==> config.mk <==
export PLATFORM = sky130hd
export DESIGN_NAME = mc_ctrl_fsm
export DESIGN_NICKNAME = d
export VERILOG_FILES = /design/src/rtl/mc_ctrl_fsm.sv
export SDC_FILE = /design/constraint.sdc
export NUM_CORES = 1
export LEC_CHECK = 0
export CORE_MARGIN = 1.5
export CORE_UTILIZATION = 45
export DETAILED_ROUTE_END_ITERATION = 10
export PLACE_DENSITY = 0.83
export SLEW_MARGIN = 20
export SYNTH_ARGS = -nofsm -noshare
export SYNTH_HDL_FRONTEND = slang
export SYNTH_SLANG_ARGS = --single-unit
==> constraint.sdc <==
create_clock -name clk -period 2.6 [get_ports clk]
set_input_delay 0.78 -clock clk [delete_from_list [all_inputs] [get_ports clk]]
set_output_delay 0.78 -clock clk [all_outputs]
set_load 0.005 [all_outputs]
==> src/rtl/mc_ctrl_fsm.sv <==
// Multi-cycle control sequencer for the RV32 datapath (add, sub, addi,
// lb/lh/lw, sb/sh/sw, auipc, jal). A single memory port is shared by
// instruction fetch and data access, with a variable-latency req/ready
// handshake.
//
// state  | meaning
// -------+------------------------------------------------------------
// FETCH  | request instruction at PC; on ready latch IR/OldPC, PC+=4
// DECODE | classify IR fields, register class and funct3
// EXEC   | drive ALU for the class; jal redirects PC here
// MEM    | data access at ALUOut; store retires on ready
// WB     | register file write (ALUOut, MDR or OldPC+4)
// TRAP   | unsupported instruction seen; parked until reset
module mc_ctrl_fsm #(
  parameter int CNT_W = 32
) (
  input  logic             clk,
  input  logic             rstn,
  input  logic [6:0]       Op,
  input  logic [2:0]       Funct3,
  input  logic [6:0]       Funct7,
  input  logic             mem_ready,
  output logic             mem_req,
  output logic             mem_we,
  output logic             IorD,
  output logic             IRWrite,
  output logic             PCWrite,
  output logic             PCSrc,
  output logic             RegWrite,
  output logic             ALUSrcA,
  output logic             ALUSrc,
  output logic [4:0]       ALUOp,
  output logic [5:0]       EXTOp,
  output logic [2:0]       DMType,
  output logic [1:0]       WDSel,
  output logic             illegal,
  output logic [2:0]       state,
  output logic [CNT_W-1:0] instr_cnt
);

  typedef enum logic [2:0] {
    S_FETCH  = 3'd0,
    S_DECODE = 3'd1,
    S_EXEC   = 3'd2,
    S_MEM    = 3'd3,
    S_WB     = 3'd4,
    S_TRAP   = 3'd5
  } state_e;

  typedef enum logic [2:0] {
    C_ADD   = 3'd0,
    C_SUB   = 3'd1,
    C_ADDI  = 3'd2,
    C_LOAD  = 3'd3,
    C_STORE = 3'd4,
    C_AUIPC = 3'd5,
    C_JAL   = 3'd6
  } cls_e;

  localparam logic [6:0] OP_R     = 7'b0110011;
  localparam logic [6:0] OP_I     = 7'b0010011;
  localparam logic [6:0] OP_LOAD  = 7'b0000011;
  localparam logic [6:0] OP_STORE = 7'b0100011;
  localparam logic [6:0] OP_AUIPC = 7'b0010111;
  localparam logic [6:0] OP_JAL   = 7'b1101111;

  localparam logic [4:0] ALU_ADD   = 5'b00011;
  localparam logic [4:0] ALU_AUIPC = 5'b00010;
  localparam logic [4:0] ALU_SUB   = 5'b00100;

  localparam logic [5:0] EXT_I = 6'b010000;
  localparam logic [5:0] EXT_S = 6'b001000;
  localparam logic [5:0] EXT_U = 6'b000010;
  localparam logic [5:0] EXT_J = 6'b000001;

  localparam logic [CNT_W-1:0] CNT_ONE = {{(CNT_W-1){1'b0}}, 1'b1};

  state_e     st;
  cls_e       cls;
  logic [2:0] f3;
  logic       illegal_q;
  cls_e       dec_cls;
  logic       dec_ok;
  logic [2:0] dm_f3;
  logic       ls_width_ok;

  // Classify the IR fields; dec_ok low means the encoding is unsupported.
  always_comb begin
    dec_cls     = C_ADD;
    dec_ok      = 1'b0;
    ls_width_ok = (Funct3 == 3'b000) || (Funct3 == 3'b001) || (Funct3 == 3'b010);
    case (Op)
      OP_R: begin
        if (Funct3 == 3'b000 && Funct7 == 7'b0000000) begin
          dec_cls = C_ADD;
          dec_ok  = 1'b1;
        end else if (Funct3 == 3'b000 && Funct7 == 7'b0100000) begin
          dec_cls = C_SUB;
          dec_ok  = 1'b1;
        end
      end
      OP_I: begin
        dec_cls = C_ADDI;
        dec_ok  = (Funct3 == 3'b000);
      end
      OP_LOAD: begin
        dec_cls = C_LOAD;
        dec_ok  = ls_width_ok;
      end
      OP_STORE: begin
        dec_cls = C_STORE;
        dec_ok  = ls_width_ok;
      end
      OP_AUIPC: begin
        dec_cls = C_AUIPC;
        dec_ok  = 1'b1;
      end
      OP_JAL: begin
        dec_cls = C_JAL;
        dec_ok  = 1'b1;
      end
      default: dec_ok = 1'b0;
    endcase
  end

  // Sequencer state, latched class/funct3, sticky trap flag and retire count.
  always_ff @(posedge clk or negedge rstn) begin
    if (!rstn) begin
      st        <= S_FETCH;
      cls       <= C_ADD;
      f3        <= 3'b000;
      illegal_q <= 1'b0;
      instr_cnt <= '0;
    end else begin
      case (st)
        S_FETCH: if (mem_ready) st <= S_DECODE;
        S_DECODE: begin
          if (dec_ok) begin
            cls <= dec_cls;
            f3  <= Funct3;
            st  <= S_EXEC;
          end else begin
            illegal_q <= 1'b1;
            st        <= S_TRAP;
          end
        end
        S_EXEC: st <= (cls == C_LOAD || cls == C_STORE) ? S_MEM : S_WB;
        S_MEM: begin
          if (mem_ready) begin
            if (cls == C_STORE) begin
              st        <= S_FETCH;
              instr_cnt <= instr_cnt + CNT_ONE;
            end else begin
              st <= S_WB;
            end
          end
        end
        S_WB: begin
          st        <= S_FETCH;
          instr_cnt <= instr_cnt + CNT_ONE;
        end
        S_TRAP:  st <= S_TRAP;
        default: st <= S_TRAP;
      endcase
    end
  end

  // funct3 -> DMType: lb/sb byte, lh/sh half, lw/sw word.
  always_comb begin
    case (f3)
      3'b000:  dm_f3 = 3'b011;
      3'b001:  dm_f3 = 3'b001;
      default: dm_f3 = 3'b000;
    endcase
  end

  // Moore decode of state/class; everything forced low while rstn is low.
  always_comb begin
    mem_req  = 1'b0;
    mem_we   = 1'b0;
    IorD     = 1'b0;
    IRWrite  = 1'b0;
    PCWrite  = 1'b0;
    PCSrc    = 1'b0;
    RegWrite = 1'b0;
    ALUSrcA  = 1'b0;
    ALUSrc   = 1'b0;
    ALUOp    = 5'b00000;
    EXTOp    = 6'b000000;
    DMType   = 3'b000;
    WDSel    = 2'b00;
    illegal  = 1'b0;
    state    = 3'b000;
    if (rstn) begin
      state   = st;
      illegal = illegal_q;
      case (st)
        S_FETCH: begin
          mem_req = 1'b1;
          IRWrite = mem_ready;
          PCWrite = mem_ready;
        end
        S_EXEC: begin
          case (cls)
            C_ADD: ALUOp = ALU_ADD;
            C_SUB: ALUOp = ALU_SUB;
            C_ADDI, C_LOAD: begin
              ALUSrc = 1'b1;
              EXTOp  = EXT_I;
              ALUOp  = ALU_ADD;
            end
            C_STORE: begin
              ALUSrc = 1'b1;
              EXTOp  = EXT_S;
              ALUOp  = ALU_ADD;
            end
            C_AUIPC: begin
              ALUSrcA = 1'b1;
              ALUSrc  = 1'b1;
              EXTOp   = EXT_U;
              ALUOp   = ALU_AUIPC;
            end
            C_JAL: begin
              ALUSrcA = 1'b1;
              ALUSrc  = 1'b1;
              EXTOp   = EXT_J;
              ALUOp   = ALU_ADD;
              PCWrite = 1'b1;
              PCSrc   = 1'b1;
            end
            default: ALUOp = 5'b00000;
          endcase
        end
        S_MEM: begin
          // Extension select held from EXEC so the address path stays quiet.
          mem_req = 1'b1;
          IorD    = 1'b1;
          mem_we  = (cls == C_STORE);
          DMType  = dm_f3;
          EXTOp   = (cls == C_STORE) ? EXT_S : EXT_I;
        end
        S_WB: begin
          RegWrite = 1'b1;
          if (cls == C_LOAD) begin
            DMType = dm_f3;
            WDSel  = 2'b01;
          end else if (cls == C_JAL) begin
            WDSel = 2'b10;
          end
        end
        default: mem_req = 1'b0;
      endcase
    end
  end

endmodule

# Word-level counts from Yosys, hierarchy flattened
# Cells that the tools add are included.
# classes
muxes,53
bitwise_logic,1
addsub,1
n_eq_ne,23
n_reduce_logical,22
# op_table
cell,count
32-bit 2-to-1 mux,2
32-bit case mux with 2 select lines,1
"32-bit by 1-bit adder with 32-bit output, second input constant",1
3-bit 2-to-1 mux,10
1-bit 2-to-1 mux,25
"7-bit by 6-bit == test with 1-bit output, second input constant",3
5-bit case mux with 4 select lines,1
3-bit case mux with 6 select lines,1
"3-bit by 2-bit == test with 1-bit output, second input constant",5
3-bit case mux with 5 select lines,1
"7-bit by 5-bit == test with 1-bit output, second input constant",2
"3-bit by 1-bit == test with 1-bit output, second input constant",4
"3-bit == test, second input constant",4
3-bit zero test,4
5-bit 2-to-1 mux,2
5-bit case mux with 2 select lines,1
2-bit OR reduction,5
5-bit OR reduction,2
3-bit case mux with 3 select lines,1
2-bit 2-to-1 mux,4
"7-bit by 2-bit == test with 1-bit output, second input constant",1
"7-bit == test, second input constant",1
7-bit zero test,1
"2-bit != test, second input constant",3
10 further kinds,15
# word_totals
register_bits,42
out_inout_bits,61

# Longest topological paths before layout
# logic_depth
word_depth,7
depth_mapped,7

# Worst setup path before layout
# OpenSTA, ideal clock, no wires.
# synth_path
path_type,input -> output
start,input rstn
end,output ALUOp[1]
setup_slack_ps,204
required_time_ps,1820
arrival_time_ps,1616
stages,4
path_cell_list,nor2b_1 -> nand2_1 -> or4_1 -> o21ai_0
# synth_between
elab_chain_len,1
# synth_lines
element,line_no,source
"start, declared",18,"input logic rstn,"
3-bit 2-to-1 mux,194,if (rstn) begin
"end, declared",32,"output logic [4:0] ALUOp,"
# No other way between the ends.

# Final worst setup path
# layout_path
start,input rstn
end,output state[2]
# layout_between
elab_chain_len,1
# layout_lines
element,line_no,source
3-bit 2-to-1 mux,194,
"end, declared",37,"output logic [2:0] state,"
# No other way between the ends.

==> impl_metrics.py <==
metrics = {
    "global_route": {
        "grt_antenna_before_repair": 0,
        "grt_start_max_net_pins": 29,
        "grt_overflow_total": 0,
        "track_usage_pct": 22.8,
        "grt_pass1_wl_um": 9620,
        "grt_pass1_vias": 2121,
    },
    "detailed_routing": {
        "vias": 2225,
        "drt_iter0_markers": 97,
        "viasPerCell": 5.22,
        "wire_per_inst_um": 14.1,
        "ant_nets": 0,
        "route.detailed.drc": 0,
        "finalWirelength_um": 6000,
        "drtPass1Iterations": 4,
    },
    "setup_path": {
        "worstRegToRegCells": 9,
        "cp-endpoint": "state[2]",
        "end_kind": "primary output",
        "crit_arrival_ns": 1.77,
        "crit_fanout": 10,
        "crit_type": "input pin to primary output",
        "worstSetupStartpoint": "rstn",
        "r2r_end": "instr_cnt[27]",
        "rrSetupSlack_ns": 0.46,
        "required_ns": 1.82,
        "startpoint_type": "input pin",
        "r2r-start": "st[2]",
    },
    "sta": {
        "worst_pin_slew_ns": 0.545,
        "setup_viol": 0,
        "report.final.slew_viol_count": 0,
        "hold-worst-slack_ns": 0.389,
        "fin_crit_ns": 2.55,
        "fin_crit_sh_pct": 98.3,
        "relSlewSlack_pct": 63.5,
        "rsz0062_at_grt": "false",
        "skew_ns": 0.0139,
        "fin_tns_setup_ns": 0,
        "fin_ws_ns": 0.0455,
        "fmax_mhz": 391,
        "finalHoldViolations": 0,
    },
    "layout": {
        "drive_gt1_share_pct": 18.3,
        "layout_commonest_cell": "clkdlybuf4s50_1",
        "final_cell_mix": "clkdlybuf4s50_1 (53), dfrtp_1 (41), buf_4 (32), xnor2_1 (28), nor2_1 (24)",
        "finalNetCount": 376,
        "nFillCells": 410,
        "synthToLayoutAreaGrowth_pct": 49.9,
        "diodes": 0,
    },
    "placed_design": {
        "port_buffers": 75,
        "dp_slack_ns": -0.402,
        "dp.final_hpwl_um": 4420,
        "gp_congestion": 0.840,
    },
    "floorplan": {
        "io_pins": 81,
        "row_count": 26,
        "dieArea_um2": 5640,
        "core_um2": 5070,
        "die_height_um": 75.1,
        "die_x_um": 75.1,
        "start_util_pct": 46.1,
    },
    "synth": {
        "synth_top_family_by_area": "simple AND/OR/NAND/NOR gates",
        "async_flop_share_pct": 100,
        "synth.yosys.seq_area_share_pct": 44.9,
        "yosysUniqueCellTypes": 43,
        "synth_compound_area_share_pct": 6.20,
        "ys_seq_elements": 42,
        "synth_cells": 246,
        "syn_area_per_cell_um2": 9.52,
        "synthMuxAreaShare_pct": 2.35,
        "synthSimpleGateAreaFrac_pct": 30.0,
        "synthFlopType": "dfrtp_1",
        "synth-xor-area-share_pct": 12.0,
        "synth_fa_ha_area_share_pct": 0.534,
        "synth_edf_count": 0,
        "ys_warn_count": 0,
        "synth_area_um2": 2340,
    },
    "clock_network": {
        "cts_tree": "built",
        "cts_max_level": 2,
        "clkTransAtPathRegs_ns": 0.08,
        "clkSinkCount": 42,
        "clk_latency_ns": 0.31,
        "clk_path_buf_depth": 2,
        "clock-root-buffer": "clkbuf_8",
        "cts_buffers": 5,
    },
    "run": {
        "drv_cap": 0,
    },
    "power": {
        "ir_worst_vdd_mv": 0.365,
        "power_density_nw_per_um2": 473,
        "leakagePower_nw": 1.62,
    },
    "status": {
        "outcome": "finished clean",
    },
    "hold_path": {
        "hold_path_class": "input pin to asynchronous set/reset pin",
    },
}
-- worst min path at each step --
stage	startpoint	end	cells past startpoint
global placement	instr_cnt[31]	instr_cnt[31]	1
global route	rstn	f3[0]	2
detailed placement	illegal_q	illegal_q	1
finish	rstn	f3[2]	2
CTS	rstn	f3[1]	2
floorplan	illegal_q	illegal_q	1
-- logic make-up after synthesis --
family | Yosys count
AO/OA/AOI/OAI | 23
XOR/XNOR | 32
adder cells (fa/ha/maj) | 1
buffers and inverters | 17
flip-flops | 42
multiplexers | 5
other | 1
AND/OR/NAND/NOR | 125
-- what timing repair did --
item | CTS | global route
endpoints found under the setup margin | 21 | 6
setup buffers | 4 | 0
gates cloned | 1 | 0
pin swaps | 2 | 0
gates resized for setup | 38 | 8
hold buffers | 0 | 0
-- final cells by class --
cell class                 count  area [µm²]  share of cell area, %
timing repair buffer         109        1010                   28.9
clock inverter                 3        21.3                  0.606
inverter                       6        22.5                  0.642
tap                           70        87.6                   2.50
sequential                    42        1050                   30.0
multi-input combinational    191        1240                   35.4
clock buffer                   5        68.8                   1.96
-- cells in the mapped netlist, types with 2 or more instances --
| cell | n | area, µm² |
|---|---|---|
| o21bai_1 | 2 | 15.0 |
| nand2_1 | 24 | 90.1 |
| buf_4 | 7 | 52.6 |
| and3_1 | 8 | 50.1 |
| xor2_1 | 4 | 35.0 |
| xnor2_1 | 28 | 245 |
| and4_1 | 4 | 35.0 |
| dfrtp_1 | 42 | 1050 |
| o21ai_0 | 8 | 40.0 |
| nand4_1 | 12 | 75.1 |
| mux2_2 | 4 | 45.0 |
| a22oi_1 | 2 | 15.0 |
| inv_1 | 6 | 22.5 |
| nor2_1 | 24 | 90.1 |
| nor4_1 | 5 | 31.3 |
| clkbuf_1 | 3 | 11.3 |
| a211oi_1 | 3 | 22.5 |
| nor3_1 | 5 | 25.0 |
| a21oi_1 | 6 | 30.0 |
| nor2b_1 | 4 | 25.0 |
| nor3b_1 | 3 | 22.5 |
| nor4bb_1 | 2 | 20.0 |
| and2_1 | 4 | 25.0 |
| nand3_1 | 17 | 85.1 |
-- critical path, cell delays in order --
cell and delay [ns]:
buf_4 0.13, buf_12 0.13, and2_1 0.16, buf_4 0.13, clkdlybuf4s50_1 0.44
-- state kept, by name (all words and copies together), names as in the netlist --
signal and flops:
f3 3, illegal_q 1, st 3, cls 3
instr_cnt 32
-- per-layer routing --
metal	vias to the layer above	GRT usage, %	share of wire (%)
met2	58	37.0	49
met4	0	8.89	2.3
met5	-	0	0
met1	1078	30.2	44
li1	1079	-	-
met3	10	4.42	4.3
-- metrics by stage --
step | cell area [µm²] | total power [mW] | util, % | instances
2_1_floorplan | 2360 | 0.979 | - | 250
3_3_place_gp | 3340 | 1.20 | 65.8 | 413
3_5_place_dp | 3340 | 1.21 | 65.8 | 413
4_1_cts | 3490 | 1.66 | 68.9 | 426
5_1_grt | 3510 | 1.75 | 69.2 | 426
6_report | 3510 | 1.66 | 69.2 | 426
-- where the power goes --
part	internal [mW]	switching, mW
Clock	0.189	0.235
Combinational	0.250	0.200
Sequential	0.709	0.0757
Total	1.15	0.511
Power figures use the tool's default switching activity.
